<file path="src/rtl/spi_if_pkg.sv">
// Shared types and register bit-field positions for the SPI transfer arbiter.
// Timeout logic is built only when SPI_ARB_TIMEOUT_EN is defined.
package spi_if_pkg;

    localparam int CS_W    = 2;
    localparam int NUM_WIN = 4;

    localparam int CTRL_EN      = 0;
    localparam int CTRL_MODE    = 1;
    localparam int CTRL_TMO_LSB = 16;

    localparam int WIN_EN       = 0;
    localparam int WIN_PAGE_LSB = 16;

    localparam int ST_BUSY    = 0;
    localparam int ST_MISS    = 1;
    localparam int ST_TMO     = 2;
    localparam int ST_CS_LSB  = 4;
    localparam int ST_CNT_LSB = 16;

    typedef enum logic [2:0] {
        S_IDLE,
        S_DECODE,
        S_START,
        S_WAIT,
        S_RESP
    } state_t;

endpackage

</file>
<file path="src/rtl/spi_win_decode.sv">
// Four-window address page match; the lowest-numbered enabled matching window wins.
module spi_win_decode
    import spi_if_pkg::*;
(
    input  logic [15:0]                 page,
    input  logic [NUM_WIN-1:0]          win_en,
    input  logic [NUM_WIN-1:0][15:0]    win_page,
    output logic                        hit,
    output logic [CS_W-1:0]             idx
);

    // Scan downwards so the lowest matching index is the last one written.
    always_comb begin
        hit = 1'b0;
        idx = '0;
        for (int n = NUM_WIN - 1; n >= 0; n--) begin
            if (win_en[n] && (win_page[n] == page)) begin
                hit = 1'b1;
                idx = CS_W'(n);
            end
        end
    end

endmodule

</file>
<file path="src/rtl/spi_xfer_arbiter.sv">
// Schedules AXI read/write requests onto the SPI shift engine, one transfer per grant.
// Define SPI_ARB_TIMEOUT_EN to build the WAIT-state timeout counter.
module spi_xfer_arbiter
    import spi_if_pkg::*;
#(
    parameter int G_TIMEOUT_W = 16
) (
    input  logic        pclk_i,
    input  logic        preset_n_i,
    input  logic [31:0] ctrl_i,
    input  logic [31:0] win0_i,
    input  logic [31:0] win1_i,
    input  logic [31:0] win2_i,
    input  logic [31:0] win3_i,
    output logic [31:0] status_o,
    input  logic        wr_req_i,
    input  logic        rd_req_i,
    input  logic [31:0] wr_addr_i,
    input  logic [31:0] rd_addr_i,
    input  logic [31:0] wr_data_i,
    output logic        wr_ack_o,
    output logic        rd_ack_o,
    output logic        wr_err_o,
    output logic        rd_err_o,
    output logic [31:0] rd_data_o,
    output logic        spi_start_o,
    output logic [1:0]  spi_cs_o,
    output logic        spi_rnw_o,
    output logic [15:0] spi_addr_o,
    output logic [31:0] spi_wdata_o,
    input  logic        spi_done_i,
    input  logic [31:0] spi_rdata_i
);

    state_t state, state_n;

    logic                     last_wr, rnw_q, err_q, tmo_err_q;
    logic                     st_miss, st_tmo;
    logic [31:0]              addr_q, wdata_q, rdata_q;
    logic [CS_W-1:0]          cs_q, st_cs, dec_idx;
    logic [15:0]              cnt;
    logic                     dec_hit, go, grant_wr, tmo_exp, in_resp;
    logic [NUM_WIN-1:0]       win_en;
    logic [NUM_WIN-1:0][15:0] win_page;
    logic                     unused_bits;

    assign win_en   = {win3_i[WIN_EN], win2_i[WIN_EN], win1_i[WIN_EN], win0_i[WIN_EN]};
    assign win_page = {win3_i[31:WIN_PAGE_LSB], win2_i[31:WIN_PAGE_LSB],
                       win1_i[31:WIN_PAGE_LSB], win0_i[31:WIN_PAGE_LSB]};

    spi_win_decode u_dec (
        .page     (addr_q[31:16]),
        .win_en   (win_en),
        .win_page (win_page),
        .hit      (dec_hit),
        .idx      (dec_idx)
    );

    // Round-robin favours whoever was not granted last; mode 1 always favours writes.
    assign go       = (state == S_IDLE) && ctrl_i[CTRL_EN] && (wr_req_i || rd_req_i);
    assign grant_wr = wr_req_i && (!rd_req_i || ctrl_i[CTRL_MODE] || !last_wr);

`ifdef SPI_ARB_TIMEOUT_EN
    logic [G_TIMEOUT_W-1:0] tmo_cnt;
    logic                   tmo_on;

    always_ff @(posedge pclk_i or negedge preset_n_i) begin
        if (!preset_n_i) begin
            tmo_cnt <= '0;
            tmo_on  <= 1'b0;
        end else if (state == S_START) begin
            tmo_cnt <= ctrl_i[CTRL_TMO_LSB +: G_TIMEOUT_W];
            tmo_on  <= |ctrl_i[CTRL_TMO_LSB +: G_TIMEOUT_W];
        end else if (state == S_WAIT && tmo_cnt != '0) begin
            tmo_cnt <= tmo_cnt - G_TIMEOUT_W'(1);
        end
    end

    // Expires on the WAIT cycle in which the count would reach zero.
    assign tmo_exp     = tmo_on && (tmo_cnt == G_TIMEOUT_W'(1));
    assign unused_bits = ^{ctrl_i[CTRL_TMO_LSB-1:CTRL_MODE+1], win0_i[15:1],
                           win1_i[15:1], win2_i[15:1], win3_i[15:1]};
`else
    assign tmo_exp     = 1'b0;
    assign unused_bits = ^{ctrl_i[31:CTRL_MODE+1], win0_i[15:1],
                           win1_i[15:1], win2_i[15:1], win3_i[15:1]};
`endif

    always_ff @(posedge pclk_i or negedge preset_n_i) begin
        if (!preset_n_i) state <= S_IDLE;
        else             state <= state_n;
    end

    always_comb begin
        state_n = state;
        case (state)
            S_IDLE:   if (go) state_n = S_DECODE;
            S_DECODE: state_n = dec_hit ? S_START : S_RESP;
            S_START:  state_n = S_WAIT;
            S_WAIT:   if (spi_done_i || tmo_exp) state_n = S_RESP;
            S_RESP:   state_n = S_IDLE;
            default:  state_n = S_IDLE;
        endcase
    end

    always_ff @(posedge pclk_i or negedge preset_n_i) begin
        if (!preset_n_i) begin
            last_wr   <= 1'b0;
            rnw_q     <= 1'b0;
            err_q     <= 1'b0;
            tmo_err_q <= 1'b0;
            addr_q    <= '0;
            wdata_q   <= '0;
            rdata_q   <= '0;
            cs_q      <= '0;
            st_miss   <= 1'b0;
            st_tmo    <= 1'b0;
            st_cs     <= '0;
            cnt       <= '0;
        end else begin
            case (state)
                S_IDLE: if (go) begin
                    last_wr   <= grant_wr;
                    rnw_q     <= !grant_wr;
                    addr_q    <= grant_wr ? wr_addr_i : rd_addr_i;
                    wdata_q   <= grant_wr ? wr_data_i : '0;
                    rdata_q   <= '0;
                    err_q     <= 1'b0;
                    tmo_err_q <= 1'b0;
                end
                S_DECODE: begin
                    cs_q  <= dec_idx;
                    err_q <= !dec_hit;
                end
                S_WAIT: begin
                    if (spi_done_i) begin
                        rdata_q <= spi_rdata_i;
                    end else if (tmo_exp) begin
                        err_q     <= 1'b1;
                        tmo_err_q <= 1'b1;
                    end
                end
                S_RESP: begin
                    st_miss <= err_q && !tmo_err_q;
                    st_tmo  <= tmo_err_q;
                    st_cs   <= cs_q;
                    cnt     <= cnt + 16'd1;
                end
                default: ;
            endcase
        end
    end

    assign in_resp     = (state == S_RESP);
    assign wr_ack_o    = in_resp && !rnw_q;
    assign rd_ack_o    = in_resp && rnw_q;
    assign wr_err_o    = wr_ack_o && err_q;
    assign rd_err_o    = rd_ack_o && err_q;
    assign rd_data_o   = rdata_q;

    assign spi_start_o = (state == S_START);
    assign spi_cs_o    = cs_q;
    assign spi_rnw_o   = rnw_q;
    assign spi_addr_o  = addr_q[15:0];
    assign spi_wdata_o = wdata_q;

    assign status_o = {cnt, 10'd0, st_cs, 1'b0, st_tmo, st_miss, (state != S_IDLE)};

endmodule
</file>
<file path="config.mk">
export PLATFORM = sky130hd
export DESIGN_NAME = spi_xfer_arbiter
export DESIGN_NICKNAME = d
export VERILOG_FILES = /design/src/rtl/spi_if_pkg.sv /design/src/rtl/spi_win_decode.sv /design/src/rtl/spi_xfer_arbiter.sv
export SDC_FILE = /design/constraint.sdc
export NUM_CORES = 1
export LEC_CHECK = 0
export ABC_CLOCK_PERIOD_IN_PS = 1600
export CORE_AREA = 5 5 156 158
export DETAILED_ROUTE_END_ITERATION = 8
export DIE_AREA = 0 0 161 163
export GPL_ROUTABILITY_DRIVEN = 0
export PLACE_DENSITY_LB_ADDON = 0.12
export REMOVE_ABC_BUFFERS = 1
export SYNTH_ARGS = -nofsm -noshare
export SYNTH_HDL_FRONTEND = slang
export SYNTH_HIERARCHICAL = 1
export SYNTH_SLANG_ARGS = --single-unit
</file>
<file path="constraint.sdc">
create_clock -name pclk_i -period 1.6 [get_ports pclk_i]
set_input_delay 0.32 -clock pclk_i [delete_from_list [all_inputs] [get_ports pclk_i]]
set_output_delay 0.32 -clock pclk_i [all_outputs]
set_load 0.1 [all_outputs]
</file>
==> results of run 1 <==
-- power by group through the flow --
| stage | Sequential, mW | Combinational [mW] | Clock, mW |
|---|---|---|---|
| final | 4.51 | 8.88 | 4.22 |
| after global routing | 4.60 | 9.21 | 4.48 |
| after CTS | 4.51 | 8.34 | 4.35 |
| after detailed placement | 4.53 | 7.73 | 0 |
| after global placement | 4.52 | 7.66 | 0 |
| after floorplan | 7.13 | 1.59 | 0 |
-- cells in the mapped netlist (5+ instances only) --
master and number:
sky130_fd_sc_hd__a221o_1 32, sky130_fd_sc_hd__and2_1 5, sky130_fd_sc_hd__buf_4 29, sky130_fd_sc_hd__clkbuf_1 6
sky130_fd_sc_hd__xnor2_1 57, sky130_fd_sc_hd__o21ai_0 33, sky130_fd_sc_hd__buf_2 20, sky130_fd_sc_hd__xor2_1 21
sky130_fd_sc_hd__and2_0 31, sky130_fd_sc_hd__nand3_1 9, sky130_fd_sc_hd__buf_6 5, sky130_fd_sc_hd__mux2_2 6
sky130_fd_sc_hd__dfrtp_1 123, sky130_fd_sc_hd__nor2_1 7, sky130_fd_sc_hd__nand4_1 13, sky130_fd_sc_hd__a22o_1 32
sky130_fd_sc_hd__nand2_1 77
-- repair_timing --
item,in CTS,in global routing
endpoints found under the hold margin,123,0
cloned,7,8
setup buffers,23,14
resized for setup,55,130
hold buffers,1,0
pin swaps,32,27
endpoints found under the setup margin,83,120
-- sequential cells by signal, indices dropped and copies added (netlist names) --
name / count
err_q: 1
st_cs: 2
spi_cs_o: 2
rd_data_o: 32
last_wr: 1
st_miss: 1
spi_rnw_o: 1
spi_wdata_o: 32
addr_q: 32
state: 3
cnt: 16
-- final cells by class --
type	count	area, um^2
repair buffers	410	5560
inverters	2	10.0
clock buffers	18	429
clock inverters	14	209
fillers	1947	10400
well taps	290	363
diodes	1	2.50
flip-flops and latches	123	3090
multi-input cells	374	2960
-- per-layer routing --
metal / vias to the layer above / GRT usage (%) / wire length, um
met3: 31 / 8.00 / 2320
li1: 2652 / - / -
met5: - / 0 / 58
met1: 2770 / 21.9 / 10200
met4: 8 / 5.89 / 387
met2: 217 / 28.8 / 12000
-- worst max-delay path by stage --
| stage | endpoint | depth (start not counted) |
|---|---|---|
| finish | addr_q[21] | 8 |
| detailed placement | spi_cs_o[0] | 8 |
| floorplan | addr_q[0] | 3 |
| global route | addr_q[21] | 8 |
| CTS | wr_err_o | 5 |
| global placement | spi_cs_o[0] | 8 |
-- cell families after synthesis --
family,Yosys count
AND/OR/NAND/NOR,168
buffers and inverters,62
AO/OA/AOI/OAI,107
multiplexers,7
XOR/XNOR,79
adder cells (fa/ha/maj),1
other,1
flip-flops,123
-- worst min-delay path: stages --
cell and delay, ps:
sky130_fd_sc_hd__clkdlybuf4s50_1 390, sky130_fd_sc_hd__nand2_1 50, sky130_fd_sc_hd__o21ai_1 50
==> impl_metrics.prom, run 1 <==
# TYPE chip_impl_metric gauge
chip_impl_metric{name="critical-path-max-stage-delay",unit="ps"} 410
chip_impl_metric{name="synth.lib_cells_used.distinct",unit=""} 43
chip_impl_metric{name="hpwl",unit="um"} 17600
chip_impl_metric{name="ys_seq_elements",unit=""} 123
chip_impl_metric{name="cts_made_buffers",unit=""} 17
chip_impl_metric{name="yosys.area_share.xor_xnor",unit="%"} 11.7
chip_impl_metric{name="vias",unit=""} 5678
chip_impl_info{name="layout.cells.most_common",value="sky130_fd_sc_hd__clkdlybuf4s50_1"} 1
chip_impl_metric{name="postLayoutCellArea",unit="um^2"} 12600
chip_impl_info{name="critPathCaptureType",value="flip-flop"} 1
chip_impl_info{name="combinational_family_with_the_most_area_after_synthesis",value="simple AND/OR/NAND/NOR gates"} 1
chip_impl_metric{name="cts_htree_levels",unit=""} 4
chip_impl_metric{name="buffer_ports.inserted",unit=""} 310
chip_impl_metric{name="grt_antenna_before_repair",unit=""} 4
chip_impl_metric{name="die_width",unit="um"} 161
chip_impl_info{name="start_kind",value="flip-flop"} 1
chip_impl_info{name="critPathSlowestCell",value="sky130_fd_sc_hd__dfrtp_1"} 1
chip_impl_metric{name="post-layout-total-power",unit="mW"} 17.6
chip_impl_info{name="crit_top_cell",value="sky130_fd_sc_hd__buf_6"} 1
chip_impl_metric{name="synth_simple_gate_area_share",unit="%"} 14.5
chip_impl_info{name="timing.rr.start",value="state[0]"} 1
chip_impl_info{name="status",value="finished with violations"} 1
chip_impl_metric{name="cts_sinks",unit=""} 123
chip_impl_metric{name="finalSetupViolCount",unit=""} 110
chip_impl_metric{name="dr.first_iter.drc_count",unit=""} 214
chip_impl_metric{name="final.setup.worst_slack",unit="ps"} -365
chip_impl_metric{name="ant_nets",unit=""} 0
chip_impl_metric{name="synth.avg_cell_area",unit="um^2"} 10.9
chip_impl_metric{name="cts.clk_slew.worst_paths",unit="ps"} 70
chip_impl_metric{name="slew_violations",unit=""} 0
chip_impl_metric{name="floorplan.initialDensity",unit="%"} 26.1
chip_impl_metric{name="cell_internal_pwr",unit="mW"} 10.4
chip_impl_metric{name="grt_pass1_vias",unit=""} 6173
chip_impl_metric{name="synth_async_sr_flop_share",unit="%"} 100
chip_impl_metric{name="synth-edff-count",unit=""} 0
chip_impl_metric{name="cp_data_arrival_time",unit="ps"} 2250
chip_impl_metric{name="final_core_util",unit="%"} 54.9
chip_impl_metric{name="synth-seq-area-share",unit="%"} 51.4
chip_impl_metric{name="required",unit="ps"} 1880
chip_impl_metric{name="final-instance-count-excl-fill",unit=""} 1232
chip_impl_metric{name="worst-path-max-fanout",unit=""} 8
chip_impl_metric{name="proportion_of_netlist_area_held_by_the_largest_area_contributor",unit="%"} 51.4
chip_impl_info{name="crit_path_start",value="state[0]"} 1
chip_impl_metric{name="maxClockFrequency",unit="MHz"} 509
chip_impl_info{name="rsz0062_at_grt",value="true"} 1
chip_impl_metric{name="nNetsFinal",unit=""} 1222
chip_impl_metric{name="p_sw_share",unit="%"} 41.1
chip_impl_metric{name="final_layout_size_suffix_gt1_share",unit="%"} 37.0
chip_impl_info{name="crit_path_cell_trace",value="buf_6 -> nor3_4 -> buf_6 -> o211ai_4 -> buf_12 -> buf_16 -> and2_4 -> a221o_1"} 1
chip_impl_metric{name="timing.setup.tns",unit="ps"} -28460
chip_impl_metric{name="layout_min_cycle_time",unit="ps"} 1960
chip_impl_metric{name="core-area",unit="um^2"} 23000
chip_impl_metric{name="maxCapViolations",unit=""} 0
chip_impl_metric{name="placement_rows",unit=""} 56
chip_impl_info{name="layout_common_cells",value="sky130_fd_sc_hd__clkdlybuf4s50_1 (201), sky130_fd_sc_hd__buf_12 (128), sky130_fd_sc_hd__dfrtp_1 (111)"} 1
chip_impl_metric{name="die_y",unit="um"} 163
chip_impl_metric{name="total_drc_errors_in_the_routed_layout",unit=""} 0
chip_impl_info{name="yosys_most_used_dff",value="sky130_fd_sc_hd__dfrtp_1"} 1
chip_impl_metric{name="gr-usage-all-layers",unit="%"} 18.0
chip_impl_metric{name="pin_count",unit=""} 413
chip_impl_metric{name="dp_slack",unit="ps"} -720
chip_impl_metric{name="netSwitchingPower",unit="mW"} 7.23
chip_impl_metric{name="vias_per_cell",unit=""} 4.61
chip_impl_metric{name="grt_start_max_net_pins",unit=""} 70
chip_impl_metric{name="netlist_area",unit="um^2"} 5990
chip_impl_info{name="synth_top_cells_by_area",value="sky130_fd_sc_hd__dfrtp_1 (51%), sky130_fd_sc_hd__xnor2_1 (8.3%), sky130_fd_sc_hd__a221o_1 (5.3%)"} 1
chip_impl_metric{name="drt-total-wl",unit="um"} 24900
chip_impl_metric{name="final-hold-violation-count",unit=""} 0
chip_impl_metric{name="final_min_period_over_clock_period",unit="%"} 123
chip_impl_metric{name="clock_skew_after_layout",unit="ps"} 10.8
chip_impl_info{name="whs_endpoint",value="rd_data_o[23]"} 1
chip_impl_info{name="clock_root_buffer_master",value="sky130_fd_sc_hd__clkbuf_16"} 1
chip_impl_info{name="cp_delay_by_family_top",value="buffers and inverters"} 1
chip_impl_metric{name="comb_power_share",unit="%"} 50.4
chip_impl_metric{name="ir_worst_vdd",unit="uV"} 848
chip_impl_info{name="worstHoldStart",value="spi_rdata_i[23]"} 1
chip_impl_metric{name="holdPathStages",unit=""} 3
chip_impl_info{name="min_path_type",value="in2reg"} 1
chip_impl_metric{name="post_synth_fa_ha_maj_area_fraction",unit="%"} 0.209
chip_impl_info{name="yosys.area.top_type",value="sky130_fd_sc_hd__dfrtp_1"} 1
chip_impl_metric{name="power.density_cell_area",unit="nW/um^2"} 1390
chip_impl_metric{name="pwr-share-seq",unit="%"} 25.6
chip_impl_metric{name="global_route_wire_length_before_repair",unit="um"} 36400
chip_impl_metric{name="leak_pwr",unit="nW"} 5.45
chip_impl_metric{name="numPlacedInstances",unit=""} 1149
chip_impl_metric{name="critPathBufInv",unit=""} 4
chip_impl_info{name="failed_checks",value="negative setup slack"} 1
chip_impl_metric{name="ctsLongestPathBuffers",unit=""} 2
chip_impl_metric{name="gr-total-overflow",unit=""} 0
chip_impl_metric{name="synth_warn",unit=""} 6
chip_impl_metric{name="drt-wirelength-per-cell",unit="um"} 20.2
chip_impl_metric{name="synth_compound_gate_area_share",unit="%"} 14.1
chip_impl_metric{name="post_syn_instances",unit=""} 548
chip_impl_metric{name="reg2reg_depth",unit=""} 8
chip_impl_info{name="setup.worst_path.class",value="reg2reg"} 1
chip_impl_metric{name="dieArea",unit="um^2"} 26200
chip_impl_metric{name="clk-insertion-delay-late",unit="ps"} 410
chip_impl_metric{name="p_clk_share",unit="%"} 24.0
chip_impl_metric{name="worst_hold_margin",unit="ps"} 439
chip_impl_metric{name="yosys-mux-area-fraction",unit="%"} 1.30
chip_impl_metric{name="drt_pass1_iterations",unit=""} 4
chip_impl_info{name="regToRegEndpoint",value="addr_q[21]"} 1
chip_impl_info{name="cts_tree",value="built"} 1
chip_impl_metric{name="placedInstanceArea",unit="um^2"} 10700
chip_impl_metric{name="r2r_setup_slack",unit="ps"} -360
chip_impl_metric{name="area_growth_syn_to_layout",unit="%"} 111
Power figures use the tool's default switching activity.
==> run 2: changes to the inputs <==
Settings changed: RECOVER_POWER set to 25.
==> run 2 against run 1 <==
Against the previous run:
- the run still ends with negative setup slack left
- non-clock buffer count unchanged
- sequential power about the same
- fmax about the same
- combinational power about the same
- setup slack better by 1.9 ps
- clock power about the same
- critical path type unchanged
- largest cell class unchanged
- largest power group unchanged
==> impl_metrics.prom, run 2 (synthesized netlist as in run 1, its figures left out) <==
# TYPE chip_impl_metric gauge
chip_impl_metric{name="worstMarginPinSlew",unit="ps"} 908
chip_impl_metric{name="cts.clk_slew.worst_paths",unit="ps"} 70
chip_impl_metric{name="clk-insertion-delay-late",unit="ps"} 410
chip_impl_info{name="rsz0062_at_grt",value="true"} 1
chip_impl_metric{name="drt-wirelength-per-cell",unit="um"} 20.2
chip_impl_metric{name="final_layout_size_suffix_gt1_share",unit="%"} 36.9
chip_impl_metric{name="maxCapViolations",unit=""} 0
chip_impl_metric{name="die_width",unit="um"} 161
chip_impl_metric{name="critical-path-max-stage-delay",unit="ps"} 410
chip_impl_metric{name="cts_htree_levels",unit=""} 4
chip_impl_info{name="min_path_type",value="in2reg"} 1
chip_impl_metric{name="clock_skew_after_layout",unit="ps"} 10.1
chip_impl_metric{name="finalSetupViolCount",unit=""} 110
chip_impl_info{name="status",value="finished with violations"} 1
chip_impl_metric{name="required",unit="ps"} 1880
chip_impl_metric{name="final_core_util",unit="%"} 54.8
chip_impl_metric{name="die_y",unit="um"} 163
chip_impl_metric{name="p_clk_share",unit="%"} 24.0
chip_impl_metric{name="grt_antenna_before_repair",unit=""} 4
chip_impl_info{name="crit_top_cell",value="sky130_fd_sc_hd__buf_6"} 1
chip_impl_info{name="failed_checks",value="negative setup slack"} 1
chip_impl_metric{name="gr-usage-all-layers",unit="%"} 18.0
chip_impl_metric{name="area_growth_syn_to_layout",unit="%"} 110
chip_impl_metric{name="ir_worst_vdd",unit="uV"} 848
chip_impl_metric{name="vias",unit=""} 5695
chip_impl_metric{name="r2r_setup_slack",unit="ps"} -360
chip_impl_metric{name="ant_nets",unit=""} 0
chip_impl_metric{name="vias_per_cell",unit=""} 4.62
chip_impl_metric{name="reg2reg_depth",unit=""} 8
chip_impl_metric{name="global_route_wire_length_before_repair",unit="um"} 36400
chip_impl_metric{name="final.setup.worst_slack",unit="ps"} -363
chip_impl_info{name="regToRegEndpoint",value="addr_q[21]"} 1
chip_impl_metric{name="gr-total-overflow",unit=""} 0
chip_impl_info{name="crit_path_start",value="state[0]"} 1
chip_impl_metric{name="cp_data_arrival_time",unit="ps"} 2250
chip_impl_metric{name="worst_hold_margin",unit="ps"} 439
chip_impl_metric{name="buffer_ports.inserted",unit=""} 310
chip_impl_metric{name="netSwitchingPower",unit="mW"} 7.24
chip_impl_metric{name="slew_violations",unit=""} 0
chip_impl_info{name="start_kind",value="flip-flop"} 1
chip_impl_metric{name="drt_pass1_iterations",unit=""} 4
chip_impl_metric{name="dr.first_iter.drc_count",unit=""} 222
chip_impl_metric{name="worst-path-max-fanout",unit=""} 8
chip_impl_metric{name="layout_min_cycle_time",unit="ps"} 1960
chip_impl_metric{name="final_min_period_over_clock_period",unit="%"} 123
chip_impl_info{name="clock_root_buffer_master",value="sky130_fd_sc_hd__clkbuf_16"} 1
chip_impl_metric{name="placement_rows",unit=""} 56
chip_impl_metric{name="grt_pass1_vias",unit=""} 6173
chip_impl_info{name="worstSetupEndpoint",value="addr_q[21]"} 1
chip_impl_metric{name="comb_power_share",unit="%"} 50.4
chip_impl_metric{name="leak_pwr",unit="nW"} 5.44
chip_impl_metric{name="core-area",unit="um^2"} 23000
chip_impl_metric{name="p_sw_share",unit="%"} 41.1
chip_impl_info{name="critPathSlowestCell",value="sky130_fd_sc_hd__dfrtp_1"} 1
chip_impl_metric{name="cell_internal_pwr",unit="mW"} 10.4
chip_impl_metric{name="dieArea",unit="um^2"} 26200
chip_impl_metric{name="nNetsFinal",unit=""} 1222
chip_impl_metric{name="maxClockFrequency",unit="MHz"} 509
chip_impl_metric{name="final-hold-violation-count",unit=""} 0
chip_impl_metric{name="floorplan.initialDensity",unit="%"} 26.1
chip_impl_info{name="cts_tree",value="built"} 1
chip_impl_metric{name="pin_count",unit=""} 413
chip_impl_info{name="crit_path_cell_trace",value="buf_6 -> nor3_4 -> buf_6 -> o211ai_4 -> buf_12 -> buf_16 -> and2_4 -> a221o_1"} 1
chip_impl_info{name="layout.cells.most_common",value="sky130_fd_sc_hd__clkdlybuf4s50_1"} 1
chip_impl_metric{name="fillers",unit=""} 1949
chip_impl_metric{name="power.density_cell_area",unit="nW/um^2"} 1400
chip_impl_metric{name="hpwl",unit="um"} 17600
chip_impl_metric{name="pwr-share-seq",unit="%"} 25.6
chip_impl_metric{name="cts_sinks",unit=""} 123
chip_impl_metric{name="maxSlewHeadroom",unit="%"} 39.5
chip_impl_info{name="critPathCaptureType",value="flip-flop"} 1
chip_impl_metric{name="ctsLongestPathBuffers",unit=""} 2
chip_impl_info{name="layout_common_cells",value="sky130_fd_sc_hd__clkdlybuf4s50_1 (201), sky130_fd_sc_hd__buf_12 (126), sky130_fd_sc_hd__dfrtp_1 (111)"} 1
chip_impl_metric{name="total_drc_errors_in_the_routed_layout",unit=""} 0
chip_impl_metric{name="cts_made_buffers",unit=""} 17
chip_impl_metric{name="grt_start_max_net_pins",unit=""} 70
chip_impl_metric{name="drt-total-wl",unit="um"} 24900
chip_impl_info{name="setup.worst_path.class",value="reg2reg"} 1
chip_impl_info{name="timing.rr.start",value="state[0]"} 1
run 2: power groups by stage:
stage               clock network, mW  registers, mW  logic [mW]
finish                           4.22           4.51        8.86
detailed placement                  0           4.53        7.73
global route                     4.48           4.60        9.20
CTS                              4.35           4.51        8.34
floorplan                           0           7.13        1.59
global placement                    0           4.52        7.66
run 2: repair_timing:
item | 4_1_cts | 5_1_grt
gates resized for setup | 55 | 130
hold buffers | 1 | 0
hold endpoints to repair | 123 | 0
endpoints found under the setup margin | 83 | 120
pin swaps | 32 | 27
buffers inserted | 23 | 14
gates cloned | 7 | 8
run 2: through the flow:
stage	TNS, ps	std cells	power, mW	cell area (um^2)	setup slack (ps)
finish	-28510	1232	17.6	12600	-363
global route	-38980	1231	18.3	12600	-459
CTS	-28870	1212	17.2	12000	-363
detailed placement	-29970	1149	12.3	10700	-720
global placement	-30580	1149	12.2	10700	-713
floorplan	-160500	499	8.72	5630	-2070
run 2: cell type report:
| cell class | count | area, um^2 | area share, % |
|---|---|---|---|
| flip-flops and latches | 123 | 3090 | 24.6 |
| diodes | 1 | 2.50 | 0.0199 |
| clock buffers | 18 | 429 | 3.41 |
| inverters | 2 | 10.0 | 0.0795 |
| repair buffers | 410 | 5530 | 43.9 |
| multi-input cells | 374 | 2960 | 23.5 |
| clock inverters | 14 | 209 | 1.66 |
| well taps | 290 | 363 | 2.88 |
run 2: metal layers:
| layer | part of all wire, % | global-route usage [%] |
|---|---|---|
| met1 | 41 | 21.9 |
| met2 | 48 | 28.8 |
| met3 | 9.2 | 8.00 |
| met4 | 1.8 | 5.89 |
| met5 | 0.23 | 0 |
run 2: how the worst min path moves through the flow:
stage          slack [ps]       startpoint              end  cells past startpoint
3_3_place_gp          360       preset_n_i  spi_wdata_o[19]                      2
5_1_grt               440  spi_rdata_i[13]    rd_data_o[13]                      3
3_5_place_dp          360       preset_n_i  spi_wdata_o[28]                      2
2_1_floorplan          20       preset_n_i        addr_q[0]                      0
4_1_cts               430  spi_rdata_i[23]    rd_data_o[23]                      3
6_report              440  spi_rdata_i[23]    rd_data_o[23]                      3
run 2: critical path, delay by kind of cell, from the launching register on:
kind	cells	cell delay (ps)
DFF	1	410
and+or+nand+nor	2	370
buffers and inverters	4	630
AOI/OAI and AO/OA	2	420
==> run 3: changes to the inputs <==
Settings changed: ABC_AREA set to 1, CELL_PAD_IN_SITES_DETAIL_PLACEMENT set to 0, CELL_PAD_IN_SITES_GLOBAL_PLACEMENT set to 1, CORE_AREA 5 5 156 158 to unset, CORE_MARGIN set to 5, CORE_UTILIZATION set to 23, DIE_AREA 0 0 161 163 to unset, SYNTH_HIERARCHICAL 1 to unset.
==> run 3 against run 2 <==
Against the previous run:
- the flow still finishes with violations (negative setup slack)
- setup slack improved by 82 ps
- via count rose by 20%
- flip-flop and latch count did not move
- fmax rose by 4.4%
- global-route usage fell by 0.72 points
- sequential power rose by 17%
- count of clock-buffer cells in the layout did not move
==> impl_metrics.prom, run 3 <==
# TYPE chip_impl_metric gauge
chip_impl_info{name="status",value="finished with violations"} 1
chip_impl_info{name="failed_checks",value="negative setup slack"} 1
chip_impl_metric{name="ys_seq_elements",unit=""} 123
chip_impl_info{name="most_frequent_cell_after_synthesis",value="sky130_fd_sc_hd__nand2_1"} 1
chip_impl_info{name="rsz0062_at_grt",value="true"} 1
chip_impl_info{name="synth.cells.most_frequent",value="sky130_fd_sc_hd__nand2_1 (168), sky130_fd_sc_hd__dfrtp_1 (123), sky130_fd_sc_hd__inv_1 (120)"} 1
chip_impl_metric{name="synth_async_sr_flop_share",unit="%"} 100
chip_impl_metric{name="grt_antenna_before_repair",unit=""} 2
chip_impl_metric{name="hpwl",unit="um"} 19300
chip_impl_info{name="worstHoldStart",value="wr_data_i[29]"} 1
chip_impl_metric{name="proportion_of_netlist_area_held_by_the_largest_area_contributor",unit="%"} 47.4
chip_impl_info{name="min_path_type",value="in2reg"} 1
chip_impl_metric{name="ir_worst_vdd",unit="uV"} 1270
chip_impl_metric{name="p_clk_share",unit="%"} 14.7
chip_impl_metric{name="synth-seq-area-share",unit="%"} 47.4
chip_impl_metric{name="cell_internal_pwr",unit="mW"} 13.8
chip_impl_metric{name="post-layout-total-power",unit="mW"} 26.6
chip_impl_metric{name="ctsLongestPathBuffers",unit=""} 2
chip_impl_metric{name="cts_made_buffers",unit=""} 17
chip_impl_metric{name="synth.avg_cell_area",unit="um^2"} 7.91
chip_impl_info{name="yosys.area.top_type",value="sky130_fd_sc_hd__dfrtp_1"} 1
chip_impl_metric{name="global_route_wire_length_before_repair",unit="um"} 42000
chip_impl_metric{name="synth-edff-count",unit=""} 0
chip_impl_metric{name="numPlacedInstances",unit=""} 1514
chip_impl_metric{name="worstMarginPinSlew",unit="ps"} 676
chip_impl_metric{name="worst_hold_margin",unit="ps"} 433
chip_impl_info{name="layout_common_cells",value="sky130_fd_sc_hd__clkdlybuf4s50_1 (201), sky130_fd_sc_hd__nand2_1 (132), sky130_fd_sc_hd__buf_12 (129)"} 1
chip_impl_metric{name="r2r_setup_slack",unit="ps"} -280
chip_impl_metric{name="drt_pass1_iterations",unit=""} 5
chip_impl_metric{name="timing.setup.tns",unit="ps"} -13230
chip_impl_metric{name="final-hold-violation-count",unit=""} 0
chip_impl_metric{name="vias_per_cell",unit=""} 4.28
chip_impl_metric{name="cp_data_arrival_time",unit="ps"} 2190
chip_impl_metric{name="grt_start_max_net_pins",unit=""} 44
chip_impl_metric{name="die_width",unit="um"} 178
chip_impl_metric{name="post_syn_instances",unit=""} 821
chip_impl_info{name="start_kind",value="flip-flop"} 1
chip_impl_metric{name="layout_min_cycle_time",unit="ps"} 1880
chip_impl_metric{name="netlist_area",unit="um^2"} 6490
chip_impl_info{name="regToRegEndpoint",value="rd_data_o[18]"} 1
chip_impl_metric{name="holdPathStages",unit=""} 3
chip_impl_metric{name="pwr-share-seq",unit="%"} 19.8
chip_impl_metric{name="gr-usage-all-layers",unit="%"} 17.3
chip_impl_metric{name="clk-insertion-delay-late",unit="ps"} 430
chip_impl_metric{name="synth.lib_cells_used.distinct",unit=""} 35
chip_impl_metric{name="drt-total-wl",unit="um"} 28200
chip_impl_metric{name="slew_violations",unit=""} 0
chip_impl_metric{name="buffer_ports.inserted",unit=""} 310
chip_impl_metric{name="maxCapViolations",unit=""} 0
chip_impl_metric{name="gr-total-overflow",unit=""} 0
chip_impl_info{name="timing.rr.start",value="state[1]"} 1
chip_impl_metric{name="maxSlewHeadroom",unit="%"} 55.0
chip_impl_metric{name="final_layout_size_suffix_gt1_share",unit="%"} 35.7
chip_impl_info{name="synth_top_cells_by_area",value="sky130_fd_sc_hd__dfrtp_1 (47%), sky130_fd_sc_hd__nand2_1 (9.7%), sky130_fd_sc_hd__nand3_1 (8.0%)"} 1
chip_impl_metric{name="final-instance-count-excl-fill",unit=""} 1602
chip_impl_metric{name="cts_sinks",unit=""} 123
chip_impl_metric{name="grt_pass1_vias",unit=""} 7246
chip_impl_info{name="whs_endpoint",value="spi_wdata_o[29]"} 1
chip_impl_info{name="clock_root_buffer_master",value="sky130_fd_sc_hd__clkbuf_16"} 1
chip_impl_metric{name="pin_count",unit=""} 413
chip_impl_metric{name="sequential_cell_area",unit="um^2"} 3080
chip_impl_metric{name="finalSetupViolCount",unit=""} 110
chip_impl_metric{name="leak_pwr",unit="nW"} 6.23
chip_impl_metric{name="final.setup.worst_slack",unit="ps"} -281
chip_impl_metric{name="floorplan.initialDensity",unit="%"} 23.3
chip_impl_metric{name="cts.clk_slew.worst_paths",unit="ps"} 70
chip_impl_metric{name="power.density_cell_area",unit="nW/um^2"} 1930
chip_impl_metric{name="clock_skew_after_layout",unit="ps"} 19.2
chip_impl_metric{name="reg2reg_depth",unit=""} 12
chip_impl_metric{name="dr.first_iter.drc_count",unit=""} 261
chip_impl_metric{name="worst-path-max-fanout",unit=""} 5
chip_impl_metric{name="area_growth_syn_to_layout",unit="%"} 112
chip_impl_metric{name="dieArea",unit="um^2"} 31700
chip_impl_metric{name="comb_power_share",unit="%"} 65.5
chip_impl_metric{name="vias",unit=""} 6851
chip_impl_info{name="yosys_most_used_dff",value="sky130_fd_sc_hd__dfrtp_1"} 1
chip_impl_metric{name="final_min_period_over_clock_period",unit="%"} 118
chip_impl_metric{name="p_sw_share",unit="%"} 48.1
chip_impl_metric{name="synth_warn",unit=""} 0
chip_impl_metric{name="fillers",unit=""} 2615
chip_impl_info{name="critPathCaptureType",value="flip-flop"} 1
chip_impl_info{name="cts_tree",value="built"} 1
chip_impl_info{name="layout.cells.most_common",value="sky130_fd_sc_hd__clkdlybuf4s50_1"} 1
chip_impl_metric{name="placement_rows",unit=""} 61
chip_impl_metric{name="drt-wirelength-per-cell",unit="um"} 17.6
chip_impl_metric{name="netSwitchingPower",unit="mW"} 12.8
chip_impl_metric{name="core-area",unit="um^2"} 27900
chip_impl_metric{name="nNetsFinal",unit=""} 1504
chip_impl_metric{name="cts_htree_levels",unit=""} 4
chip_impl_metric{name="ant_nets",unit=""} 0
chip_impl_metric{name="required",unit="ps"} 1910
chip_impl_metric{name="total_drc_errors_in_the_routed_layout",unit=""} 0
chip_impl_metric{name="final_core_util",unit="%"} 49.5
chip_impl_metric{name="multi_input_comb_area",unit="um^2"} 3350
chip_impl_metric{name="die_y",unit="um"} 178
chip_impl_metric{name="maxClockFrequency",unit="MHz"} 532
chip_impl_info{name="setup.worst_path.class",value="reg2reg"} 1
## run 3: cell count changes after synthesis, moves of 19 or more
cell and change:
sky130_fd_sc_hd__and2_0 -31, sky130_fd_sc_hd__inv_1 +118, sky130_fd_sc_hd__a22o_1 -32, sky130_fd_sc_hd__a221o_1 -32
sky130_fd_sc_hd__o21ai_1 +32, sky130_fd_sc_hd__nand3_1 +95, sky130_fd_sc_hd__clkbuf_1 +22, sky130_fd_sc_hd__o21ai_0 +19
sky130_fd_sc_hd__nor2_1 +44, sky130_fd_sc_hd__nand2_1 +91, sky130_fd_sc_hd__xnor2_1 -28
## run 3: worst max-delay path, cell delays in order (launching register included)
cell and delay [ps]:
sky130_fd_sc_hd__dfrtp_1 380, sky130_fd_sc_hd__buf_6 130, sky130_fd_sc_hd__buf_6 90, sky130_fd_sc_hd__inv_4 30, sky130_fd_sc_hd__nor3_4 200, sky130_fd_sc_hd__inv_2 70, sky130_fd_sc_hd__buf_4 140, sky130_fd_sc_hd__a21oi_4 200
sky130_fd_sc_hd__buf_12 140, sky130_fd_sc_hd__buf_12 120, sky130_fd_sc_hd__buf_12 100, sky130_fd_sc_hd__buf_16 110, sky130_fd_sc_hd__o21ai_1 50
## run 3: how the worst max path moves through the flow
| stage | startpoint | to | slack (ps) | cells after the start |
|---|---|---|---|---|
| final | state[1] | rd_data_o[18] | -280 | 12 |
| after global routing | state[1] | rd_data_o[18] | -350 | 12 |
| after CTS | state[1] | rd_err_o | -320 | 7 |
| after detailed placement | wr_req_i | rd_data_o[27] | -370 | 8 |
| after global placement | wr_req_i | rd_data_o[27] | -410 | 8 |
| after floorplan | state[2] | addr_q[16] | -1280 | 7 |
## run 3: stage by stage
step | worst slack (ps) | instance area, um^2
floorplan | -1280 | 6140
global placement | -409 | 11400
detailed placement | -374 | 11400
CTS | -322 | 13400
global route | -354 | 13800
finish | -281 | 13800
## run 3: power by group through the flow
stage               clock [mW]  sequential (mW)  combinational (mW)
floorplan                    0             9.68                3.01
global placement             0             5.10                13.8
CTS                       4.06             5.20                17.0
detailed placement           0             5.12                13.7
finish                    3.92             5.27                17.4
global route              4.17             5.40                18.3
## run 3: layer usage
| metal | share of wire [%] | up-vias | track usage [%] | wire [um] |
|---|---|---|---|---|
| li1 | - | 3365 | - | - |
| met1 | 40 | 3249 | 20.3 | 11400 |
| met2 | 49 | 211 | 29.2 | 13700 |
| met3 | 9.8 | 24 | 7.86 | 2770 |
| met4 | 1.1 | 2 | 3.71 | 322 |
| met5 | 0.046 | - | 0 | 13 |
## run 3: logic make-up (layout without fill, tap and decap cells)
family / Yosys count / after routing / share of synthesized area, %
simple gates: 362 / 362 / 24.9
xor+xnor: 38 / 38 / 5.13
fa+ha+maj: 1 / 1 / 0.193
flops: 123 / 123 / 47.4
other cells: 1 / 13 / 0.0577
buf+inv: 194 / 585 / 13.4
compound gates: 102 / 102 / 8.92
## run 3: area by class of cell
class | count | share of cell area [%]
sequential | 123 | 22.4
tap | 378 | 3.43
antenna | 1 | 0.0182
timing repair buffer | 427 | 41.8
multi-input combinational | 515 | 24.3
clock buffer | 18 | 3.19
inverter | 126 | 3.69
clock inverter | 14 | 1.09
## run 3: what timing repair did
| item | in CTS | in global routing |
|---|---|---|
| cloned | 18 | 5 |
| hold buffers | 1 | 0 |
| resized for setup | 195 | 111 |
| setup endpoints to repair | 101 | 118 |
| pin swaps | 30 | 37 |
| endpoints found under the hold margin | 19 | 0 |
| setup buffers | 29 | 10 |
